===== config.mk =====
export PLATFORM = sky130hd
export DESIGN_NAME = sddac_upsampler_lin
export DESIGN_NICKNAME = d
export VERILOG_FILES = /design/src/rtl/sddac_upsampler_lin_pkg.sv /design/src/rtl/sddac_upsampler_chan.sv /design/src/rtl/sddac_upsampler_lin.sv
export SDC_FILE = /design/constraint.sdc
export NUM_CORES = 1
export LEC_CHECK = 0
export BUFFER_PORTS_ARGS = -buffer_cell sky130_fd_sc_hd__buf_2
export CAP_MARGIN = 20
export CORE_ASPECT_RATIO = 1.1
export CORE_MARGIN = 1
export CORE_UTILIZATION = 56
export CTS_CLUSTER_SIZE = 30
export DETAILED_ROUTE_END_ITERATION = 12
export PLACE_DENSITY = 0.77
export RECOVER_POWER = 25
export REMOVE_ABC_BUFFERS = 1
export SKIP_CTS_REPAIR_TIMING = 1
export SKIP_LAST_GASP = 1
export SLEW_MARGIN = 20
export SYNTH_ARGS = -nofsm -noshare
export SYNTH_HDL_FRONTEND = slang
export SYNTH_SLANG_ARGS = --single-unit

===== constraint.sdc =====
create_clock -name clk -period 6.92 [get_ports clk]
set_clock_uncertainty 0.1 [all_clocks]
set_input_delay 0.692 -clock clk [delete_from_list [all_inputs] [get_ports clk]]
set_output_delay 0.692 -clock clk [all_outputs]
set_load 0.1 [all_outputs]

===== src/rtl/sddac_upsampler_lin_pkg.sv =====
// Shared constants and FSM encoding for the sigma-delta DAC upsampler.
package sddac_upsampler_lin_pkg;

    localparam int SDDAC_SAMPLE_W    = 18;
    localparam int SDDAC_PROG_CYCLES = 8;

    typedef enum logic {
        S_HOLD = 1'b0,
        S_RUN  = 1'b1
    } ups_state_e;

endpackage


===== src/rtl/sddac_upsampler_chan.sv =====
// One channel of the linear interpolator: skid sample, segment target,
// slope and fixed-point accumulator, driven by strobes from the parent FSM.
module sddac_upsampler_chan
    import sddac_upsampler_lin_pkg::*;
#(
    parameter int OSR_LOG2 = 6
) (
    input  logic                             clk,
    input  logic                             reset,
    input  logic                             i_capture,
    input  logic signed [SDDAC_SAMPLE_W-1:0] i_sample,
    input  logic                             i_hold,
    input  logic                             i_step,
    input  logic                             i_load,
    output logic signed [SDDAC_SAMPLE_W-1:0] o_sample
);

    localparam int W     = SDDAC_SAMPLE_W;
    localparam int ACC_W = W + OSR_LOG2 + 1;

    logic signed [W-1:0]     r_nxt;
    logic signed [W-1:0]     r_cur;
    logic signed [W:0]       r_dlt;
    logic signed [ACC_W-1:0] r_acc;
    logic signed [W-1:0]     r_out;

    logic signed [ACC_W-1:0] w_acc_new;
    logic signed [ACC_W-1:0] w_cur_acc;
    logic signed [W:0]       w_dlt_new;

    assign w_acc_new = r_acc + {{(ACC_W-W-1){r_dlt[W]}}, r_dlt};
    assign w_cur_acc = {r_cur[W-1], r_cur, {OSR_LOG2{1'b0}}};
    assign w_dlt_new = {r_nxt[W-1], r_nxt} - {r_cur[W-1], r_cur};

    // On the last step acc_new already equals cur << OSR_LOG2, so chaining
    // a new segment keeps the accumulator continuous.
    always_ff @(posedge clk or posedge reset) begin
        if (reset) begin
            r_nxt <= '0;
            r_cur <= '0;
            r_dlt <= '0;
            r_acc <= '0;
            r_out <= '0;
        end else begin
            if (i_capture)
                r_nxt <= i_sample;
            if (i_step) begin
                r_acc <= w_acc_new;
                r_out <= w_acc_new[OSR_LOG2+W-1:OSR_LOG2];
            end else if (i_hold) begin
                r_out <= r_cur;
            end
            if (i_load) begin
                r_dlt <= w_dlt_new;
                r_cur <= r_nxt;
                r_acc <= i_step ? w_acc_new : w_cur_acc;
            end
        end
    end

    assign o_sample = r_out;

endmodule


===== src/rtl/sddac_upsampler_lin.sv =====
// Stereo linear-interpolation upsampler: audio-rate samples in, one
// interpolated stereo sample every OUT_PERIOD clocks out to the DAC core.
module sddac_upsampler_lin
    import sddac_upsampler_lin_pkg::*;
#(
    parameter int OSR_LOG2   = 6,
    parameter int OUT_PERIOD = 16
) (
    input  logic                             clk,
    input  logic                             reset,
    input  logic signed [SDDAC_SAMPLE_W-1:0] sample_in_l,
    input  logic signed [SDDAC_SAMPLE_W-1:0] sample_in_r,
    input  logic                             sample_in_valid,
    output logic                             sample_in_ready,
    output logic signed [SDDAC_SAMPLE_W-1:0] sample_out_l,
    output logic signed [SDDAC_SAMPLE_W-1:0] sample_out_r,
    output logic                             sample_out_rdy,
    output logic                             underrun
);

    if (OUT_PERIOD < SDDAC_PROG_CYCLES) begin : g_bad_period
        $error("OUT_PERIOD must cover the DAC program length");
    end

    localparam int               CNT_W   = $clog2(OUT_PERIOD);
    localparam logic [CNT_W-1:0] TICK_AT = CNT_W'(OUT_PERIOD - 1);

    logic [CNT_W-1:0]    r_tick_cnt;
    ups_state_e          r_state;
    logic [OSR_LOG2-1:0] r_phase;
    logic                r_nxt_vld;
    logic                r_rdy;
    logic                r_underrun;

    logic w_tick;
    logic w_accept;
    logic w_last;
    logic w_hold;
    logic w_step;
    logic w_load;

    assign w_tick   = (r_tick_cnt == TICK_AT);
    assign w_accept = sample_in_valid & ~r_nxt_vld;
    assign w_last   = &r_phase;
    assign w_hold   = w_tick & (r_state == S_HOLD);
    assign w_step   = w_tick & (r_state == S_RUN);
    assign w_load   = r_nxt_vld & (w_hold | (w_step & w_last));

    always_ff @(posedge clk or posedge reset) begin
        if (reset) begin
            r_tick_cnt <= '0;
            r_state    <= S_HOLD;
            r_phase    <= '0;
            r_nxt_vld  <= 1'b0;
            r_rdy      <= 1'b0;
            r_underrun <= 1'b0;
        end else begin
            r_tick_cnt <= w_tick ? '0 : r_tick_cnt + 1'b1;
            r_rdy      <= w_tick;
            r_underrun <= w_step & w_last & ~r_nxt_vld;

            // ready is low while full, so accept and load never coincide
            if (w_accept)
                r_nxt_vld <= 1'b1;
            else if (w_load)
                r_nxt_vld <= 1'b0;

            case (r_state)
                S_HOLD: begin
                    if (w_load) begin
                        r_state <= S_RUN;
                        r_phase <= '0;
                    end
                end
                S_RUN: begin
                    if (w_step) begin
                        r_phase <= r_phase + 1'b1;
                        if (w_last) begin
                            r_phase <= '0;
                            if (!r_nxt_vld)
                                r_state <= S_HOLD;
                        end
                    end
                end
                default: r_state <= S_HOLD;
            endcase
        end
    end

    assign sample_in_ready = ~r_nxt_vld;
    assign sample_out_rdy  = r_rdy;
    assign underrun        = r_underrun;

    sddac_upsampler_chan #(.OSR_LOG2(OSR_LOG2)) u_chan_l (
        .clk       (clk),
        .reset     (reset),
        .i_capture (w_accept),
        .i_sample  (sample_in_l),
        .i_hold    (w_hold),
        .i_step    (w_step),
        .i_load    (w_load),
        .o_sample  (sample_out_l)
    );

    sddac_upsampler_chan #(.OSR_LOG2(OSR_LOG2)) u_chan_r (
        .clk       (clk),
        .reset     (reset),
        .i_capture (w_accept),
        .i_sample  (sample_in_r),
        .i_hold    (w_hold),
        .i_step    (w_step),
        .i_load    (w_load),
        .o_sample  (sample_out_r)
    );

endmodule


==> flow_metrics.tcl, run 1 <==
set metrics [dict create \
    rsz0062_at_grt "false" \
    synth_flop_cell "dfrtp_1" \
    outcome "finished, final reports clean" \
    rows 56 \
    numCtsBuffers 23 \
    synth.top_cell.area_share_pct 42.4 \
    dieArea_um2 22500 \
    dr.pass1.iters 5 \
    p_per_area_nw_per_um2 494 \
    dpl_cell_area_um2 12900 \
    cts_tree "done" \
    cts.clk_slew.worst_paths_ps 60 \
    synth-async-reset-ratio_pct 100 \
    track_usage_pct 26.6 \
    drv_cap 0 \
    drt_iter0_markers 798 \
    synth_seq_cells 208 \
    cp-start-kind "flip-flop" \
    drc 0 \
    setup_viol 0 \
    finalSetupTns_ps 0 \
    numPortBuffers 77 \
    via_count 9851 \
    ios 78 \
    avgSynthCellArea_um2 9.62 \
    clock_latency_ps 520 \
    grt_pass1_wl_um 47600 \
    area_growth_pct 10.8 \
    place_congestion 0.901 \
    ir_drop_mv 0.373 \
    synth_edf_count 0 \
    yosys_warnings 0 \
    floorplan.initialDensity_pct 57.4 \
    fillers 1763 \
    cts-root-buf "clkbuf_16" \
    yosysMostFrequentCell "dfrtp_1" \
    die_x_um 143 \
    syn_inst 1275 \
    dp_hpwl_um 19600 \
    hold_ws_ps 279 \
    htree_levels 1 \
    required_ps 7200 \
    core_area_um2 21400 \
    grt_pass1_vias 9725 \
    yosysSeqAreaShare_pct 42.4 \
    grt_max_degree 135 \
    arrival_ps 3490 \
    synthTopCellsByArea "dfrtp_1 (42%), ha_1 (8.6%), mux2_2 (6.1%)" \
    cp_max_fo 77 \
    syn-cell-area_um2 12300 \
    slew_headroom_pct 34.9 \
    finish.utilization_pct 63.6 \
    routedWlPerCell_um 17.8 \
    hold_viol 0 \
    overflow 0 \
    cts_sinks 208 \
    synth_top_area_cell "dfrtp_1" \
    slew_violations 0 \
    fin_area_um2 13600 \
    antenna_found_initial 0 \
    period_minus_slack_ps 3210 \
    power_mw 6.72 \
    synthTopCellsByCount "dfrtp_1 (208), nand2_1 (159), o21ai_0 (107), ha_1 (84), inv_1 (67)" \
    die_h_um 157 \
    antenna_cells 0 \
    synthDistinctLibCells 70 \
    p_leak_nw 6.45 \
    hp-class "in -> reg" \
    worst_pin_slew_ps 974 \
    clockBufferDepth 3 \
    viasPerCell 6.04 \
    drive_gt1_share_pct 15.1 \
    routed_wl_um 29000 \
    crit_type "reg -> reg" \
    ant_nets 0 \
    max_clock_freq_ghz 0.311 \
    fin_crit_sh_pct 46.4 \
    final_nets 1450 \
    cp-end-kind "flip-flop" \
]
[sequential cells by signal, indices dropped and copies added, names as in the netlist]
| register | cells |
|---|---|
| u_chan_r.r_nxt | 18 |
| u_chan_r.r_cur | 18 |
| r_phase | 6 |
| r_tick_cnt | 4 |
| u_chan_l.r_nxt | 18 |
| u_chan_r.r_dlt | 19 |
| u_chan_l.r_acc | 24 |
| r_nxt_vld | 1 |
| u_chan_r.r_acc | 24 |
| r_state | 1 |
| u_chan_r.o_sample | 18 |
| underrun | 1 |
| u_chan_l.r_dlt | 19 |
| u_chan_l.r_cur | 18 |
| u_chan_l.o_sample | 18 |
| sample_out_rdy | 1 |
[report_power, final]
| part | internal, mW | switching, mW | total (mW) |
|---|---|---|---|
| Sequential | 1.58 | 0.262 | 1.85 |
| Clock | 0.679 | 0.495 | 1.17 |
| Combinational | 1.27 | 2.42 | 3.70 |
| Total | 3.54 | 3.18 | 6.72 |
[critical path: stages, from the launching register on]
cell and delay [ps]:
dfrtp_1 400, ha_1 260, nand3_2 110, inv_1 510, nand3_4 660, buf_4 580, a32oi_1 290, o21ai_0 100
[cell families (layout without fill, tap and decap cells)]
family / after synthesis / count (layout) / synth area share [%]
AOI/OAI and AO/OA: 386 / 386 / 20.6
DFF: 208 / 208 / 42.4
adders and majority gates: 88 / 88 / 9.22
and+or+nand+nor: 313 / 313 / 11.4
buffers and inverters: 129 / 194 / 4.00
muxes: 82 / 82 / 7.36
xor gates and xnor gates: 69 / 69 / 4.93
[per-layer routing]
| layer | up-vias | track usage [%] | wire length (um) |
|---|---|---|---|
| li1 | 4702 | - | - |
| met1 | 4775 | 33.4 | 12500 |
| met2 | 301 | 46.5 | 14100 |
| met3 | 73 | 3.35 | 1460 |
| met4 | 0 | 10.0 | 917 |
| met5 | - | 0 | 0 |
[layout by cell type, fill, tap and decap left out, drive strengths merged, types with 21 or more instances in the layout]
cell type  instances
nor3              21
a21oi             66
ha                84
nand3             27
o21ai            125
clkbuf            38
nand2            159
a21o              44
xor2              27
xnor2             42
buf               84
dfrtp            208
nor2              48
mux2              66
inv               68
[worst paths after layout]
path | startpoint | end | slack [ps] | cells after the start
max in group asynchronous | reset | r_state$_DFF_PP0_ | 4820 | 3
hold reg to reg | u_chan_l.o_sample[3]$_DFFE_PP0P_ | u_chan_l.o_sample[3]$_DFFE_PP0P_ | 360 | 2
setup reg to reg | r_tick_cnt[0]$_DFF_PP0_ | u_chan_r.r_acc[7]$_DFFE_PP0P_ | 3710 | 7
setup / recovery | r_tick_cnt[0]$_DFF_PP0_ | u_chan_r.r_acc[7]$_DFFE_PP0P_ | 3710 | 7
min in group asynchronous | reset | u_chan_l.r_nxt[0]$_DFFE_PP0P_ | 310 | 2
hold / removal | sample_in_r[1] | u_chan_r.r_nxt[1]$_DFFE_PP0P_ | 280 | 3
[stage by stage]
step	std cells	setup slack (ps)
floorplan	1213	447
global placement	1588	3910
detailed placement	1588	3720
CTS	1630	3690
global route	1630	3460
finish	1630	3710
[area by class of cell]
type | instances | area (um2) | share of cell area (%)
Multi-Input combinational cell | 938 | 6610 | 48.6
Clock inverter | 5 | 28.8 | 0.212
Inverter | 67 | 259 | 1.90
Tap cell | 290 | 363 | 2.67
Clock buffer | 37 | 688 | 5.06
Timing Repair Buffer | 85 | 444 | 3.27
Sequential cell | 208 | 5210 | 38.3
(Power assumes the default switching activity.)
==> run 2: changes to the inputs <==
==> constraint.sdc (replaced) <==
create_clock -name clk -period 2.6 [get_ports clk]
set_clock_uncertainty 0.1 [all_clocks]
set_input_delay 0.26 -clock clk [delete_from_list [all_inputs] [get_ports clk]]
set_output_delay 0.26 -clock clk [all_outputs]
set_load 0.1 [all_outputs]
==> run 2 against run 1 <==
  * The flow now finishes with violations (capacitance limit, setup timing)
  * Die area unchanged
  * Routed wire length up 13%
  * Critical path depth up 2
  * Largest power group unchanged
==> flow_metrics.tcl, run 2 (synthesized netlist as in run 1, its figures left out) <==
set metrics [dict create \
    numPortBuffers 77 \
    outcome "finished, violations left" \
    ant_nets 0 \
    cp-end-kind "flip-flop" \
    routedWlPerCell_um 18.4 \
    fin_crit_sh_pct 103 \
    die_h_um 157 \
    rsz0062_at_grt "true" \
    critPathMaxStageDelay_ps 420 \
    htree_levels 1 \
    r2r_slack_ps -90 \
    numCtsBuffers 23 \
    top_regs "u_chan_l.r_acc x24, u_chan_r.r_acc x24" \
    area_growth_pct 24.6 \
    required_ps 2890 \
    drv_cap 1 \
    cp_max_fo 5 \
    grt_max_degree 70 \
    grt_pass1_vias 10400 \
    cts-root-buf "clkbuf_16" \
    setup_viol 15 \
    path_delay_family "compound AO/OA/AOI/OAI gates" \
    max_clock_freq_ghz 0.372 \
    clockBufferDepth 3 \
    r2r-start "u_chan_r.r_acc[2]$_DFFE_PP0P_" \
    hp-class "reg -> reg" \
    mostFrequentLayoutCells "dfrtp_1 (207), nand2_1 (158), buf_4 (112)" \
    critical_path.slowest_cell "dfrtp_1" \
    violations "capacitance limit, setup timing" \
    hold_viol 0 \
    dr.pass1.iters 5 \
    place_congestion 0.919 \
    viasPerCell 5.95 \
    die_x_um 143 \
    antenna_found_initial 0 \
    cp_num_buf_inv 1 \
    period_minus_slack_ps 2690 \
    grt_pass1_wl_um 50800 \
    drt_iter0_markers 735 \
    dpl_cell_area_um2 13600 \
    cts_sinks 208 \
    drc 0 \
    startpoint "u_chan_r.r_acc[2]$_DFFE_PP0P_" \
    ir_drop_mv 1.27 \
    antenna_cells 0 \
    cp_cell_sequence "ha_4, o211ai_1, o211a_4, nor2_1, o311ai_2, nor2b_4, xnor2_2, a222oi_1, inv_1" \
    final_common_cell "dfrtp_1" \
    floorplan.initialDensity_pct 57.4 \
    crit_type "reg -> reg" \
    clock_latency_ps 510 \
    slew_headroom_pct 1.58 \
    p_per_area_nw_per_um2 1310 \
    final_nets 1597 \
    arrival_ps 2980 \
    drive_gt1_share_pct 25.6 \
    cts_tree "done" \
    via_count 10600 \
    dieArea_um2 22500 \
    core_area_um2 21400 \
    ios 78 \
    routed_wl_um 32700 \
    fin_ws_ps -88.4 \
    overflow 0 \
    worst_pin_slew_ps 1470 \
    track_usage_pct 28.4 \
    rows 56 \
    fillers 1553 \
    cp-start-kind "flip-flop" \
    slew_violations 0 \
    cts.clk_slew.worst_paths_ps 60 \
    p_leak_nw 7.20 \
    dp_hpwl_um 22000 \
    post-place-ws_ps -159 \
    min_from "u_chan_l.o_sample[9]$_DFFE_PP0P_" \
    fin_area_um2 15300 \
]
-- run 2: cell count changes in the layout (fill, tap and decap cells not counted), sizes merged --
cell | before | now
inv | 68 | 66
clkinvlp | 0 | 2
clkinv | 4 | 6
dlygate4sd3 | 0 | 38
buf | 84 | 192
clkbuf | 38 | 36
-- run 2: area by class of cell --
cell class | instances | area (um2) | share of cell area (%)
Multi-Input combinational cell | 938 | 7040 | 46.1
Sequential cell | 208 | 5210 | 34.1
Tap cell | 290 | 363 | 2.37
Timing Repair Buffer | 232 | 1680 | 11.0
Clock inverter | 7 | 37.5 | 0.246
Clock buffer | 34 | 697 | 4.56
Inverter | 67 | 255 | 1.67
-- run 2: worst min-delay path, delay by kind of cell, from the launching register on --
kind / cells / cell delay [ps]
flip-flops: 1 / 340
AND/OR/NAND/NOR: 2 / 100
-- run 2: through the flow --
step	hold WS (ps)	power [mW]	cells	setup TNS, ps	util, %
floorplan	277	12.7	1213	-1079150	-
global placement	234	15.2	1679	-95.4	63.8
detailed placement	241	15.5	1679	-922	63.8
CTS	-301	18.7	1720	-1400	67.2
global route	407	21.2	1776	-6470	71.5
finish	374	20.0	1776	-655	71.5
-- run 2: power breakdown --
group | total [mW] | switching [mW] | internal, mW
combinational | 11.8 | 7.18 | 4.62
clock | 3.19 | 1.35 | 1.85
sequential | 5.00 | 0.786 | 4.21
-- run 2: routing by layer --
metal	GRT usage (%)	part of all wire, %	up-vias
li1	-	-	4997
met1	34.6	40	5213
met2	50.6	52	284
met3	3.65	4.7	72
met4	11.5	2.9	0
met5	0	0	-
-- run 2: final timing paths --
| path | end | cells past startpoint |
|---|---|---|
| hold reg to reg | u_chan_l.o_sample[9]$_DFFE_PP0P_ | 2 |
| setup reg to reg | u_chan_r.r_acc[17]$_DFFE_PP0P_ | 9 |
| min in group asynchronous | u_chan_r.o_sample[7]$_DFFE_PP0P_ | 3 |
| max in group asynchronous | u_chan_r.o_sample[16]$_DFFE_PP0P_ | 4 |
| setup / recovery | u_chan_r.r_acc[17]$_DFFE_PP0P_ | 9 |
| hold / removal | u_chan_l.o_sample[9]$_DFFE_PP0P_ | 2 |
